**config.mk**
```make
export PLATFORM = sky130hd
export DESIGN_NAME = uart_tx_arbiter
export DESIGN_NICKNAME = d
export VERILOG_FILES = /design/src/rtl/uart_tx_arbiter.sv
export SDC_FILE = /design/constraint.sdc
export NUM_CORES = 1
export LEC_CHECK = 0
export BUFFER_PORTS_ARGS = -buffer_cell sky130_fd_sc_hd__buf_2
export CAP_MARGIN = 20
export CELL_PAD_IN_SITES_DETAIL_PLACEMENT = 1
export CELL_PAD_IN_SITES_GLOBAL_PLACEMENT = 2
export CORE_MARGIN = 3
export CORE_UTILIZATION = 26
export DETAILED_ROUTE_END_ITERATION = 8
export MAX_ROUTING_LAYER = met4
export PLACE_DENSITY = 0.86
export SETUP_SLACK_MARGIN = 0.05
export SLEW_MARGIN = 40
export SYNTH_ARGS = -nofsm -noshare
export SYNTH_HDL_FRONTEND = slang
export SYNTH_SLANG_ARGS = --single-unit
```
**constraint.sdc**
```tcl
create_clock -name clk -period 2.7 [get_ports clk]
set_clock_uncertainty 0.1 [all_clocks]
set_input_delay 0.675 -clock clk [delete_from_list [all_inputs] [get_ports clk]]
set_output_delay 0.675 -clock clk [all_outputs]
set_load 0.01 [all_outputs]
```
**src/rtl/uart_tx_arbiter.sv**
```systemverilog
// uart_tx_arbiter
// Round-robin arbiter sharing one UART transmit datapath among N_REQ byte
// producers. A winner's byte is captured into tx_data, tx_load/gnt pulse for
// one cycle, and ownership is held until the transmitter ends the frame.
//
// Optional feature macro: UART_TX_ARB_BURST_EN
//   When defined, the current owner may keep the transmitter for up to
//   BURST_MAX back-to-back frames (SEND -> LOAD without passing IDLE).
//   When undefined, every frame returns through IDLE and priority rotates.
//
// state  | meaning
// -------+-------------------------------------------------------------
// IDLE   | no frame owned; arbitrate among pending requests
// LOAD   | one cycle: gnt[owner] and tx_load asserted, byte handed over
// WAIT   | byte loaded, waiting for transmitter to report busy
// SEND   | frame on the wire, waiting for tx_done (or busy falling)

module uart_tx_arbiter #(
    parameter int N_REQ     = 4,
    parameter int DATA_W    = 8,
    parameter int BURST_MAX = 4,
    localparam int IDX_W    = $clog2(N_REQ)
) (
    input  logic                      clk,
    input  logic                      rst,
    input  logic [N_REQ-1:0]          req,
    input  logic [N_REQ*DATA_W-1:0]   req_data,
    output logic [N_REQ-1:0]          gnt,
    output logic                      tx_load,
    output logic [DATA_W-1:0]         tx_data,
    input  logic                      tx_busy,
    input  logic                      tx_done,
    output logic [IDX_W-1:0]          owner,
    output logic                      active
);

    if (N_REQ < 2 || N_REQ > 8 || BURST_MAX < 1) begin : g_cfg_check
        $error("uart_tx_arbiter: N_REQ must be 2..8 and BURST_MAX >= 1");
    end

    typedef enum logic [1:0] {
        S_IDLE = 2'd0,
        S_LOAD = 2'd1,
        S_WAIT = 2'd2,
        S_SEND = 2'd3
    } state_t;

    state_t             state_q;
    state_t             state_d;
    logic [IDX_W-1:0]   ptr_q;
    logic [IDX_W-1:0]   ptr_d;
    logic [IDX_W-1:0]   owner_d;
    logic [DATA_W-1:0]  tx_data_d;
    logic [N_REQ-1:0]   gnt_d;
    logic               tx_load_d;
    logic               active_d;

    logic               found;
    logic [IDX_W-1:0]   sel;
    logic [DATA_W-1:0]  slot [N_REQ];

`ifdef UART_TX_ARB_BURST_EN
    localparam int BC_W = $clog2(BURST_MAX) + 1;
    logic [BC_W-1:0]    burst_q;
    logic [BC_W-1:0]    burst_d;
`endif

    // Unpack the flat byte bus so a requester's byte can be picked by index.
    for (genvar g = 0; g < N_REQ; g++) begin : g_slot
        assign slot[g] = req_data[g*DATA_W +: DATA_W];
    end

    // Round-robin search: first pending request after the last winner.
    always_comb begin
        logic [IDX_W-1:0] cand;
        found = 1'b0;
        sel   = '0;
        cand  = '0;
        for (int i = 1; i <= N_REQ; i++) begin
            cand = IDX_W'((int'(ptr_q) + i) % N_REQ);
            if (!found && req[cand]) begin
                found = 1'b1;
                sel   = cand;
            end
        end
    end

    // Next-state and next-output logic; outputs are registered from state_d.
    always_comb begin
        state_d   = state_q;
        ptr_d     = ptr_q;
        owner_d   = owner;
        tx_data_d = tx_data;
`ifdef UART_TX_ARB_BURST_EN
        burst_d   = burst_q;
`endif

        case (state_q)
            S_IDLE: begin
                if (found) begin
                    state_d   = S_LOAD;
                    owner_d   = sel;
                    tx_data_d = slot[sel];
                    ptr_d     = sel;
                end
            end
            S_LOAD: begin
                state_d = S_WAIT;
            end
            S_WAIT: begin
                // A frame that finishes before busy was ever seen still ends here.
                if (tx_done) begin
                    state_d = S_IDLE;
                end else if (tx_busy) begin
                    state_d = S_SEND;
                end
            end
            S_SEND: begin
                if (tx_done) begin
`ifdef UART_TX_ARB_BURST_EN
                    // Keep the same owner without re-arbitrating; ptr stays put
                    // so the rotation resumes after this owner once the burst ends.
                    if (req[owner] && (int'(burst_q) < BURST_MAX - 1)) begin
                        state_d   = S_LOAD;
                        tx_data_d = slot[owner];
                        burst_d   = burst_q + 1'b1;
                    end else begin
                        state_d = S_IDLE;
                    end
`else
                    state_d = S_IDLE;
`endif
                end else if (!tx_busy) begin
                    // Transmitter dropped busy without a done pulse: frame over.
                    state_d = S_IDLE;
                end
            end
            default: begin
                state_d = S_IDLE;
            end
        endcase

`ifdef UART_TX_ARB_BURST_EN
        if (state_d == S_IDLE) begin
            burst_d = '0;
        end
`endif

        gnt_d          = '0;
        gnt_d[owner_d] = (state_d == S_LOAD);
        tx_load_d      = (state_d == S_LOAD);
        active_d       = (state_d != S_IDLE);
    end

    // State, priority pointer and registered outputs.
    always_ff @(posedge clk or posedge rst) begin
        if (rst) begin
            state_q <= S_IDLE;
            ptr_q   <= IDX_W'(N_REQ - 1);
            owner   <= '0;
            tx_data <= '0;
            gnt     <= '0;
            tx_load <= 1'b0;
            active  <= 1'b0;
        end else begin
            state_q <= state_d;
            ptr_q   <= ptr_d;
            owner   <= owner_d;
            tx_data <= tx_data_d;
            gnt     <= gnt_d;
            tx_load <= tx_load_d;
            active  <= active_d;
        end
    end

`ifdef UART_TX_ARB_BURST_EN
    // Consecutive-grant counter for the current owner.
    always_ff @(posedge clk or posedge rst) begin
        if (rst) begin
            burst_q <= '0;
        end else begin
            burst_q <= burst_d;
        end
    end
`endif

endmodule

```
==> run_results.csv <==
group,metric,value,unit
global_route,gr-total-overflow,0,
floorplanning,initial_core_util,28.0,%
detailed_routing,drtPass1Iterations,4,
synth,ys_types,30,
worst_setup_path,max_stage_delay,570,ps
detailed_routing,wl_per_cell,15.5,um
synth,synth_seq_cells,20,
global_route,grt_usage,13.6,%
detailed_routing,drtIter0Drc,20,
clock_tree,hold_buffers,0,
worst_setup_path,required,2780,ps
power,ir_drop,255,uV
clock_tree,clk_pin_slew_worst_paths,70,ps
clock_tree,clock_latency,250,ps
timing,layout_min_cycle_time,2210,ps
cells_and_area,drive_above_1_share,50.9,%
floorplanning,coreArea,4170,um2
cells_and_area,final-seq-area,503,um2
worst_setup_path,path_class,"in -> reg",
global_route,grt_start_max_net_pins,21,
clock_tree,cts_buffers,3,
timing,rsz0062_at_grt,"no",
clock_tree,clock-sinks,20,
place,gp_congestion,0.766,
global_route,antenna_found_initial,0,
floorplanning,die_h,73.0,um
timing,setup_viol_count_final,0,
floorplanning,dieArea,5330,um2
detailed_routing,viasPerCell,4.80,
worst_setup_path,crit_path_cell_trace,"buf_2, or4_4, nand2_4, or2_1, nand2_2, nor3_2",
synth,synth_seq_area_share,43.0,%
place,portBuffers,55,
synth,synth_nets,153,
cells_and_area,syn_to_final_growth,30.9,%
place,dp_hpwl,2730,um
detailed_routing,vias,1051,
cells_and_area,n_fill_cell,502,
detailed_routing,ant_nets,0,
synth,ys.flop_type,"dfrtp_1",
floorplanning,rows,23,
clock_tree,ctsResizeCount,0,
synth,yosysWarnings,0,
detailed_routing,drc_errors,0,
timing,setup_tns,0,ps
cells_and_area,final_common_cell,"buf_2",
synth,synthArstFlopShare,100,%
timing,max_freq,452,MHz
synth,synth_area_leader_cell,"dfrtp_1",
min_path,hold_class,"in -> async",
synth,syn_area,1170,um2
status,outcome,"completed",
job,drv_cap,0,
timing,hold_violations,0,
cells_and_area,num_antenna_cells,0,
synth,synth_top_area_share,38.5,%
timing,max_slew.worst_pin.slew,497,ps
worst_setup_path,cp_slowest_cell,"or4_4",
timing,max-slew-margin-rel,66.9,%
synth,synth_edf_count,0,
timing,slew_violations,0,
cells_and_area,multiInputGateArea,612,um2
timing,timing.final.crit_share,81.9,%
floorplanning,die_w,73.0,um
worst_setup_path,cp-start-kind,"primary input",
clock_tree,cts_root_buf,"clkbuf_8",
worst_setup_path,cp_max_fo,17,
synth,netlist_top_cells_area,"dfrtp_1, mux2i_1, nand3_1",
cells_and_area,final_cell_mix,"buf_2, nand2_1, dfrtp_1",
worst_setup_path,cp_top_family,"simple AND/OR/NAND/NOR gates",
clock_tree,htree_levels,1,
power,pwr_density_cell,1040,nW/um2
synth,synthCells,113,
power,total_power,1.59,mW
clock_tree,cts_tree,"built",
global_route,grt_pass1_vias,1151,
global_route,grt_first_pass_wirelength,5450,um
synth,synth_area_per_cell,10.3,um2
clock_tree,cts_setup_buffers,0,
cells_and_area,final_nets,210,
detailed_routing,routed_wl,3390,um
worst_setup_path,cp.arrival,2290,ps
worst_setup_path,crit_path_end_kind,"register",
floorplanning,ios,56,
worst_setup_path,path_buf_inv,1,
power,leakagePower,0.760,nW
clock_tree,clockBufferDepth,2,
==> synth_stat cells (2+ instances only) <==
library cell	number
a21oi_1	3
buf_6	3
dfrtp_1	18
dfstp_2	2
mux2_2	7
mux2i_1	10
nand2_1	18
nand2b_1	2
nand3_1	16
nor2_1	4
nor2b_1	4
o211ai_1	2
o211ai_2	6
o21ai_0	2
==> state kept, by name, indices dropped and copies added, names as in the netlist <==
signal   flops
tx_data      8
gnt          4
owner        2
ptr_q        2
state_q      2
active       1
tx_load      1
==> final timing paths <==
path / startpoint / end / slack, ps / depth (start not counted)
hold / removal: rst / owner[0] / 310 / 2
hold reg to reg: owner[0] / owner[0] / 390 / 2
max in group asynchronous: rst / ptr_q[0] / 1860 / 2
setup / recovery: req[1] / gnt[0] / 490 / 6
min in group clk: owner[0] / owner[0] / 390 / 2
setup reg to reg: ptr_q[0] / tx_data[2] / 690 / 6
==> through the flow <==
step	hold WS, ps	area (um2)	worst slack [ps]	utilization, %	instances
5_1_grt	339	1530	360	36.7	219
2_1_floorplan	354	1170	661	-	113
6_report	310	1530	489	36.7	219
3_3_place_gp	370	1480	316	35.4	215
4_1_cts	398	1530	480	36.7	219
3_5_place_dp	382	1480	212	35.4	215
==> where the power goes <==
| part | leakage (nW) | internal [mW] | switching [mW] |
|---|---|---|---|
| sequential | 0.246 | 0.451 | 0.0904 |
| clock | 0.0288 | 0.130 | 0.0976 |
| combinational | 0.485 | 0.342 | 0.479 |
==> layer usage <==
layer | vias up | global-route usage [%] | part of all wire [%]
li1 | 514 | - | -
met1 | 510 | 16.7 | 41
met2 | 25 | 23.0 | 53
met3 | 2 | 1.52 | 4.5
met4 | 0 | 4.30 | 0.80
met5 | - | - | 0
==> final cells by class <==
type                    count  share of cell area (%)
multi-input cells          86                    40.0
well taps                  50                    4.09
flip-flops and latches     20                    32.9
clock buffers               4                    3.60
inverters                   2                   0.491
repair buffers             57                    19.0
==> worst register-to-register path: cells and delay by family (launching register included) <==
| kind | cells | cell delay, ps |
|---|---|---|
| and+or+nand+nor | 2 | 330 |
| DFF | 1 | 570 |
| muxes | 1 | 300 |
| buffers and inverters | 1 | 260 |
| AOI/OAI and AO/OA | 2 | 380 |
==> cells by family (layout without fill, tap and decap cells) <==
family / count (synthesis) / after routing / share of synthesized area [%]
compound gates: 16 / 16 / 13.7
flops: 20 / 20 / 43.0
buf+inv: 7 / 63 / 4.60
mux: 17 / 17 / 15.3
simple gates: 53 / 53 / 23.3
(Power assumes the default switching activity.)
